$ cat config.mk
export PLATFORM = sky130hd
export DESIGN_NAME = fpga_to_dsp_receiver
export DESIGN_NICKNAME = d
export VERILOG_FILES = /design/src/rtl/fpga_dsp_pkg.sv /design/src/rtl/fpga_dsp_fifo.sv /design/src/rtl/fpga_to_dsp_receiver.sv
export SDC_FILE = /design/constraint.sdc
export NUM_CORES = 1
export LEC_CHECK = 0
export ABC_AREA = 1
export BUFFER_PORTS_ARGS = -buffer_cell sky130_fd_sc_hd__buf_4
export CORE_ASPECT_RATIO = 1.1
export CORE_MARGIN = 2
export CORE_UTILIZATION = 58
export CTS_CLUSTER_DIAMETER = 120
export DETAILED_ROUTE_END_ITERATION = 10
export PLACE_DENSITY = 0.9
export SYNTH_ARGS = -nofsm -noshare
export SYNTH_HDL_FRONTEND = slang
export SYNTH_SLANG_ARGS = --single-unit
$ cat constraint.sdc
create_clock -name Clk -period 3.3 [get_ports Clk]
set_input_delay 0.33 -clock Clk [delete_from_list [all_inputs] [get_ports Clk]]
set_output_delay 0.33 -clock Clk [all_outputs]
set_load 0.005 [all_outputs]
$ cat src/rtl/fpga_dsp_pkg.sv
// Shared types for the FPGA-to-DSP link receiver: FSM states and the default beat layout.
package fpga_dsp_pkg;

   localparam int DEF_ADDR_W = 8;
   localparam int DEF_DATA_W = 8;

   typedef enum logic [1:0] {IDLE, RECV, DRAIN, DONE} rx_state_e;

   typedef struct packed {
      logic [DEF_ADDR_W-1:0] addr;
      logic [DEF_DATA_W-1:0] data;
   } link_beat_t;

endpackage

$ cat src/rtl/fpga_dsp_fifo.sv
// Registered synchronous FIFO; head is the oldest entry, flushed by synchronous reset.
module fpga_dsp_fifo #(
   parameter int Width = 16,
   parameter int Depth = 4
) (
   input  logic                     Clk,
   input  logic                     Rst,
   input  logic                     push,
   input  logic [Width-1:0]         push_data,
   input  logic                     pop,
   output logic [Width-1:0]         head,
   output logic                     full,
   output logic                     empty,
   output logic [$clog2(Depth):0]   count
);

   localparam int PtrW = $clog2(Depth);
   localparam int CntW = PtrW + 1;

   logic [Width-1:0] mem_q [Depth];
   logic [PtrW-1:0]  wr_ptr_q, wr_ptr_d, rd_ptr_q, rd_ptr_d;
   logic [CntW-1:0]  count_q, count_d;
   logic             do_push, do_pop;

   assign full  = (count_q == CntW'(Depth));
   assign empty = (count_q == '0);
   assign count = count_q;
   assign head  = mem_q[rd_ptr_q];

   always_comb begin
      do_push  = push && !full;
      do_pop   = pop && !empty;
      wr_ptr_d = wr_ptr_q + PtrW'(do_push);
      rd_ptr_d = rd_ptr_q + PtrW'(do_pop);
      count_d  = count_q + CntW'(do_push) - CntW'(do_pop);
   end

   always_ff @(posedge Clk) begin
      if (Rst) begin
         wr_ptr_q <= '0;
         rd_ptr_q <= '0;
         count_q  <= '0;
      end else begin
         wr_ptr_q <= wr_ptr_d;
         rd_ptr_q <= rd_ptr_d;
         count_q  <= count_d;
      end
   end

   // Storage needs no reset; emptiness is tracked by count_q alone.
   always_ff @(posedge Clk) begin
      if (do_push) mem_q[wr_ptr_q] <= push_data;
   end

endmodule

$ cat src/rtl/fpga_to_dsp_receiver.sv
// DSP-side receiver: checks burst address sequence, buffers beats, streams them to the core.
module fpga_to_dsp_receiver
   import fpga_dsp_pkg::*;
#(
   parameter int AddrWidth = DEF_ADDR_W,
   parameter int DWidth    = DEF_DATA_W,
   parameter int Depth     = 4,
   parameter int LenWidth  = AddrWidth + 1
) (
   input  logic                 Clk,
   input  logic                 Rst,
   input  logic                 Start,
   input  logic [AddrWidth-1:0] StartAddr,
   input  logic [LenWidth-1:0]  Len,
   input  logic                 InValid,
   input  logic [AddrWidth-1:0] InAddr,
   input  logic [DWidth-1:0]    InData,
   output logic                 InReady,
   output logic                 OutValid,
   output logic [AddrWidth-1:0] OutAddr,
   output logic [DWidth-1:0]    OutData,
   input  logic                 OutReady,
   output logic                 Busy,
   output logic                 Done,
   output logic                 SeqErr
);

   localparam int CntW = $clog2(Depth) + 1;

   typedef struct packed {
      logic [AddrWidth-1:0] addr;
      logic [DWidth-1:0]    data;
   } beat_t;

   rx_state_e            state_q, state_d;
   logic [AddrWidth-1:0] exp_q, exp_d;
   logic [LenWidth-1:0]  len_q, len_d, cnt_q, cnt_d;
   logic                 seq_err_q, seq_err_d;
   logic                 push, pop, full, empty;
   logic [CntW-1:0]      fifo_cnt;
   beat_t                in_beat, head;

   assign in_beat = '{addr: InAddr, data: InData};

   fpga_dsp_fifo #(
      .Width (AddrWidth + DWidth),
      .Depth (Depth)
   ) u_fifo (
      .Clk       (Clk),
      .Rst       (Rst),
      .push      (push),
      .push_data (in_beat),
      .pop       (pop),
      .head      (head),
      .full      (full),
      .empty     (empty),
      .count     (fifo_cnt)
   );

   assign OutValid = !empty;
   assign pop      = OutValid && OutReady;
   assign OutAddr  = OutValid ? head.addr : '0;
   assign OutData  = OutValid ? head.data : '0;
   assign Busy     = (state_q != IDLE);
   assign Done     = (state_q == DONE);
   assign SeqErr   = seq_err_q;

   always_comb begin
      state_d   = state_q;
      exp_d     = exp_q;
      len_d     = len_q;
      cnt_d     = cnt_q;
      seq_err_d = seq_err_q;
      InReady   = 1'b0;
      push      = 1'b0;
      unique case (state_q)
         IDLE: begin
            if (Start) begin
               if (Len != '0) begin
                  len_d     = Len;
                  exp_d     = StartAddr;
                  cnt_d     = '0;
                  seq_err_d = 1'b0;
                  state_d   = RECV;
               end else begin
                  state_d   = DONE;
               end
            end
         end
         RECV: begin
            // No same-cycle pop bypass: a full FIFO stalls the link for a cycle.
            InReady = !full;
            if (InValid && !full) begin
               push = 1'b1;
               if (InAddr != exp_q) seq_err_d = 1'b1;
               exp_d = exp_q + AddrWidth'(1);
               cnt_d = cnt_q + LenWidth'(1);
               if (cnt_d == len_q) state_d = DRAIN;
            end
         end
         DRAIN: begin
            if (empty || (pop && fifo_cnt == CntW'(1))) state_d = DONE;
         end
         DONE:    state_d = IDLE;
         default: state_d = IDLE;
      endcase
   end

   always_ff @(posedge Clk) begin
      if (Rst) begin
         state_q   <= IDLE;
         exp_q     <= '0;
         len_q     <= '0;
         cnt_q     <= '0;
         seq_err_q <= 1'b0;
      end else begin
         state_q   <= state_d;
         exp_q     <= exp_d;
         len_q     <= len_d;
         cnt_q     <= cnt_d;
         seq_err_q <= seq_err_d;
      end
   end

endmodule

## Yosys cells after proc, flatten, opt, wreduce, memory -nomap -nowiden

Memory sizes are Yosys's and may differ from the RTL's. A register that Yosys moved wholly into a read port is not among the register bits.
Cells that the tools add are included.

| storage, ports and cells | value |
|---|---|
| flip-flop bits (word level) | 36 |
| bits in latches | 0 |
| bits in writable memories | 64 |
| memory bits (read-only) | 0 |
| input port bits | 38 |
| output and inout bits | 21 |
| word-level logic and storage cells | 72 |
| memories kept | 1 |

Memory list:

| memory | words | bits a word | read ports | clocked after Yosys merged registers in | wr ports | RTL line | RTL |
|---|---|---|---|---|---|---|---|
| u_fifo.mem_q | 4 | 16 | 1 | 1 | 1 | fpga_dsp_fifo.sv:20 | `logic [Width-1:0] mem_q [Depth];` |

| operators by class | value |
|---|---|
| add/sub/neg operators | 6 |
| multiply operators | 0 |
| div/mod/pow operators | 0 |
| magnitude comparators | 0 |
| equal/unequal tests | 13 |
| shift-type cells | 0 |
| multiplexer cells | 27 |
| bitwise gates (word level) | 0 |
| reduce and logical (&&, ||, !) cells | 17 |

Operator list:

| cell | number |
|---|---|
| 8-bit 2-to-1 mux | 5 |
| 9-bit 2-to-1 mux | 3 |
| 9-bit case mux with 2 select lines | 1 |
| 8-bit case mux with 2 select lines | 1 |
| 2-bit 2-to-1 mux | 6 |
| 2-bit != test, second input constant | 6 |
| 9-bit by 1-bit adder with 9-bit output, second input constant | 1 |
| 9-bit equality test | 1 |
| 1-bit 2-to-1 mux | 9 |
| 9-bit nonzero test | 1 |
| 8-bit by 1-bit adder with 8-bit output, second input constant | 1 |
| 8-bit != test | 1 |
| 2-bit case mux with 4 select lines | 1 |
| 4-bit AND reduction | 2 |
| 1-bit logical AND | 5 |
| 5-bit AND reduction | 1 |
| 2-bit by 1-bit adder with 2-bit output | 2 |
| 2-bit equality test, second input constant | 2 |
| 2-bit nonzero test | 2 |
| 3-bit by 1-bit adder with 3-bit output | 1 |
| 3-bit by 1-bit equality test with 1-bit output, second input constant | 1 |
| 3-bit equality test, second input constant | 1 |
| 3-bit logical NOT | 1 |
| 3-bit AND reduction | 1 |
| other kinds (6) | 7 |

## Depth between registers and ports, before layout

| logic depth | value |
|---|---|
| depth in word-level cells | 8 |
| gate-level depth with buffers | 15 |
| mapped depth without buffers | 15 |

## Modules after synthesis

A second synthesis with hierarchy kept.

| second synthesis, totals | value |
|---|---|
| cells, all modules | 531 |
| area total of the unflattened synthesis | 4805.9 µm² |

By module, submodules not included:

| module | times used | cells each | area an instance (µm²) | seq. area each (µm²) |
|---|---|---|---|---|
| fpga_dsp_fifo | 1 | 205 | 2816.5 | 2062.0 |
| fpga_to_dsp_receiver | 1 | 326 | 1989.4 | 580.6 |

## Worst setup path before layout

OpenSTA, ideal clock, no wires.

| path | value |
|---|---|
| kind | reg-to-reg |
| start | register state_q[1] |
| end | memory u_fifo.mem_q[0][0], enable pin |
| setup time | 409 ps |
| data arrival time | 2327 ps |
| required time | 2891 ps |
| slack | 564 ps |
| cell stages (with the launch flop) | 8 |
| buffers on the path | 1 |
| clock period less this slack | 2736 ps |
| path through | dfxtp_1 -> inv_1 -> ha_1 -> inv_1 -> clkbuf_1 -> nor2_1 -> inv_1 -> nor3_1 |

| between the ends | value |
|---|---|
| word-level cells in the longest chain between the ends | 5 |

Ends and longest elaborated chain:

| what | RTL line | RTL |
|---|---|---|
| from (decl) | fpga_to_dsp_receiver.sv:35 | `rx_state_e state_q, state_d;` |
| from (signal assigned) | fpga_to_dsp_receiver.sv:117 | `state_q <= state_d;` |
| 2-bit by 1-bit equality test with 1-bit output | fpga_to_dsp_receiver.sv:76 | `unique case (state_q)` |
| 1-bit 2-to-1 mux | fpga_to_dsp_receiver.sv:76 |  |
| 1-bit logical AND | fpga_dsp_fifo.sv:31 | `do_push = push && !full;` |
| 1-bit 2-to-1 mux | fpga_dsp_fifo.sv:52 | `if (do_push) mem_q[wr_ptr_q] <= push_data;` |
| 1-bit 2-to-1 mux (not written as such) | fpga_dsp_fifo.sv:52 |  |
| to (decl) | fpga_dsp_fifo.sv:20 |  |

No other way between the ends.

## Worst setup path in the final report

| path | value |
|---|---|
| start | register state_q[1] |
| end | register cnt_q[7] |

| between the ends | value |
|---|---|
| word-level cells in the longest chain between the ends | 3 |
| elaborated cells on any way between the ends | 8 |
| classes of those cells | 4 x eq/ne; 1 x mux; 3 x reduce/logical |

Ends and longest elaborated chain:

| what | RTL line | RTL |
|---|---|---|
| 2-bit by 1-bit equality test with 1-bit output or 2-bit logical NOT (tied branches) | fpga_to_dsp_receiver.sv:76 |  |
| 2-bit != test (no line) or 2-bit nonzero test (tied branches) | - |  |
| 4-bit AND reduction (no line) | - |  |
| to (signal assigned) | fpga_to_dsp_receiver.sv:120 | `cnt_q <= cnt_d;` |
| to (decl) | fpga_to_dsp_receiver.sv:37 | `logic [LenWidth-1:0] len_q, len_d, cnt_q, cnt_d;` |

Several ways; a longest one is shown, not always the timed one.
A chain may end at the register's enable or synchronous reset.

==> reports/results.md <==
| Item | Value |
|---|---|
| Maximum capacitance violations | 0 |
| Total congestion overflow after global routing | 0 |
| Crit path buffers/inverters | 2 |
| Transition time at the pin with the least slew margin | 805 ps |
| Height of the die | 98.4 µm |
| Cell with the most instances on the worst path | inv_1 |
| Slowest library cell on the worst path | ha_1 |
| Slowest Stage Delay on Critical Path | 440 ps |
| Full die area | 8830 µm² |
| Area growth syn-to-layout | 15.4% |
| # clock sinks | 100 |
| Setup crit start | state_q[1] |
| Critical path class | reg2reg |
| Library cell occupying the most area in the post-synthesis netlist | edfxtp_1 |
| Number of antenna cells inserted | 0 |
| Layout cells sized above 1 | 17.1% |
| Total wire length after detailed routing | 10700 µm |
| Clock tree from TritonCTS | yes |
| Number of buffers added to fix hold violations after cts | 0 |
| Post-layout nets | 630 |
| Number of vias per cell after detailed routing | 5.46 |
| Average wire per standard cell | 15.4 µm |
| Setup repair after global routing missed its margin | no |
| Count of cells resized by post-cts repair | 0 |
| Clock skew | 15.5 ps |
| Vias in the first global route | 3800 |
| First-pass GRT wire length | 17500 µm |
| Clock latency at the later pin of the worst-skew pair | 380 ps |
| Most common cell after layout, fill and taps aside | nor2_1 |
| DRC errors left | 0 |
| Peak Freq | 0.406 GHz |
| Total count of max-transition violations in the final report | 0 |
| Post-Synthesis Net Count | 575 |
| Highest-count cells in the layout ignoring fill and taps | nor2_1 (104), nand2_1 (68), buf_4 (65), edfxtp_1 (64), o21ai_0 (51) |
| Maximum number of pins on one net before global-route repair | 34 |
| CTS root buffer | clkbuf_8 |
| Cell types with the largest area share after synthesis | edfxtp_1 (41%), dfxtp_1 (15%), nor2_1 (8.3%), o21ai_0 (5.4%), nand2_1 (5.4%) |
| Buffers inserted during post-CTS setup optimization | 0 |
| Remaining antenna violation count after routing | 0 |
| Setup Total Neg Slack | 0 ps |
| Total routing resource utilization after global routing | 24.9% |
| Flip-flop and latch count after synthesis | 100 |
| Met2 wire length | 5670 µm |
| Arrival time of the worst setup path | 2770 ps |
| Starting density of the core | 59.7% |
| H-tree lvl count | 3 |
| Die outline width | 89.8 µm |
| Met3 Wirelength | 562 µm |
| Static leakage | 2.11 nW |
| Clock buffer count from CTS | 9 |
| Total via count after detailed routing | 3787 |
| Clock period minus worst slack | 2460 ps |
| Buffer levels on the longest clock path | 2 |
| Number of top-level pins | 59 |
| Biggest fanout along the worst timing path | 16 |
| Nature of the critical path startpoint | flop |
| Routed met1 length | 4180 µm |
| Number of endpoints failing setup at the final stage | 0 |
| RD Place Congestion | 0.799 |
| Classification of the worst-slack hold path | in2reg |
| Initial detailed-routing violation count | 187 |
| Reg clk slew, reported paths | 110 ps |
| Final HPWL DP | 7490 µm |
| Core area | 7870 µm² |
| Kind of end point of the critical path | flop |
| Fillers | 604 |
| Hold Vio Cnt, Final | 0 |
| Worst min-delay path startpoint | InData[0] |
| Slew HR | 46.3% |
| Worst ir drop on vdd | 718 µV |
| Row count | 34 |
| Crit share post-route | 74.6% |
| Reg2reg start | state_q[1] |
| Final Power | 4.02 mW |
| Kind of cell adding the most delay to the critical path | simple AND/OR/NAND/NOR gates |
| Mapped Area | 4700 µm² |
| Outcome | complete, no violations |
| P per Cell Area | 741 nW/µm² |
| Warnings, synthesis | 0 |
| Critical Path RT | 3610 ps |
| TritonRoute pass-1 iters | 5 |
| Post-Synthesis Cells | 525 |
| Mean area per synthesized cell | 8.95 µm² |
| Register area share after synthesis | 56.3% |
| Buffers on Ports | 58 |
| Highest signal layer in the routed design | met4 |
| Initial antenna violation count | 0 |
| Count of unique library cells instantiated by Yosys | 32 |
| Fraction of synthesized cell area taken by the top area cell type | 40.9% |
| Ordered cell list for the critical path | inv_1, ha_1, inv_1, nand2_1, nand3_2, nor2_2, nand3_1, a21oi_1 |
## through the flow
stage	instance area [µm²]	setup WS [ps]	std cells	utilization [%]	hold slack, ps
after detailed placement	5230	921	677	66.5	464
after global placement	5230	1050	677	66.5	453
after global routing	5420	655	693	68.9	143
after CTS	5420	883	693	68.9	150
final	5420	840	693	68.9	157
after floorplan	4700	564	525	-	429
## report_power, final
group	internal [mW]	switching (mW)	leakage (nW)
sequential	1.50	0.129	0.873
combinational	0.642	1.00	1.15
clock	0.292	0.456	0.0943
## worst paths after layout
check / end / slack, ps / cells past startpoint
max: cnt_q[7] / 840 / 8
max reg2reg: cnt_q[7] / 840 / 8
min reg2reg: len_q[1] / 480 / 2
min: u_fifo.mem_q[3][0] / 160 / 1
## kinds of logic (layout without fill, tap and decap cells)
logic type | after synthesis | count (layout) | synth area share [%]
and+or+nand+nor | 224 | 224 | 20.1
AOI/OAI and AO/OA | 110 | 110 | 12.3
DFF | 100 | 100 | 56.3
buffers and inverters | 69 | 129 | 6.15
adders and majority gates | 12 | 12 | 3.36
xor gates and xnor gates | 10 | 10 | 1.86
## state kept, by name, indices dropped and copies added, names as in the netlist
register         cells
cnt_q                9
exp_q                8
u_fifo.count         3
u_fifo.wr_ptr_q      2
u_fifo.mem_q        64
u_fifo.rd_ptr_q      2
SeqErr               1
state_q              2
len_q                9
## per-layer routing
metal  vias to the layer above  global-route usage (%)
met3                        20                    3.47
met2                       137                    46.3
met5                         -                       0
met4                         0                    10.3
li1                       1873                       -
met1                      1757                    29.0
## cell usage after synthesis
cell type / n
nor2_1: 104
nand2_1: 68
edfxtp_1: 64
o21ai_0: 51
a21oi_1: 46
inv_1: 46
dfxtp_1: 36
nand3_1: 27
clkbuf_1: 12
ha_1: 11
nand2_2: 7
nand4_1: 7
xnor2_1: 7
a31oi_1: 5
nor3_1: 5
buf_2: 3
xor2_1: 3
buf_1: 2
buf_4: 2
inv_2: 2
nor2_4: 2
o211ai_1: 2
o21bai_1: 2
o22ai_1: 2
or2_2: 2
a21boi_0: 1
a22o_1: 1
buf_6: 1
buf_8: 1
fa_1: 1
nand3_2: 1
nor2_2: 1
## cell type report
class	instances	area, µm²	share of cell area [%]
repair buffers	65	488	9.00
multi-input cells	356	1790	32.9
clock buffers	9	124	2.29
inverters	48	180	3.32
clock inverters	7	65.1	1.20
flip-flops and latches	100	2640	48.8
well taps	108	135	2.49
No activity file was read; power rests on OpenSTA's default activity.
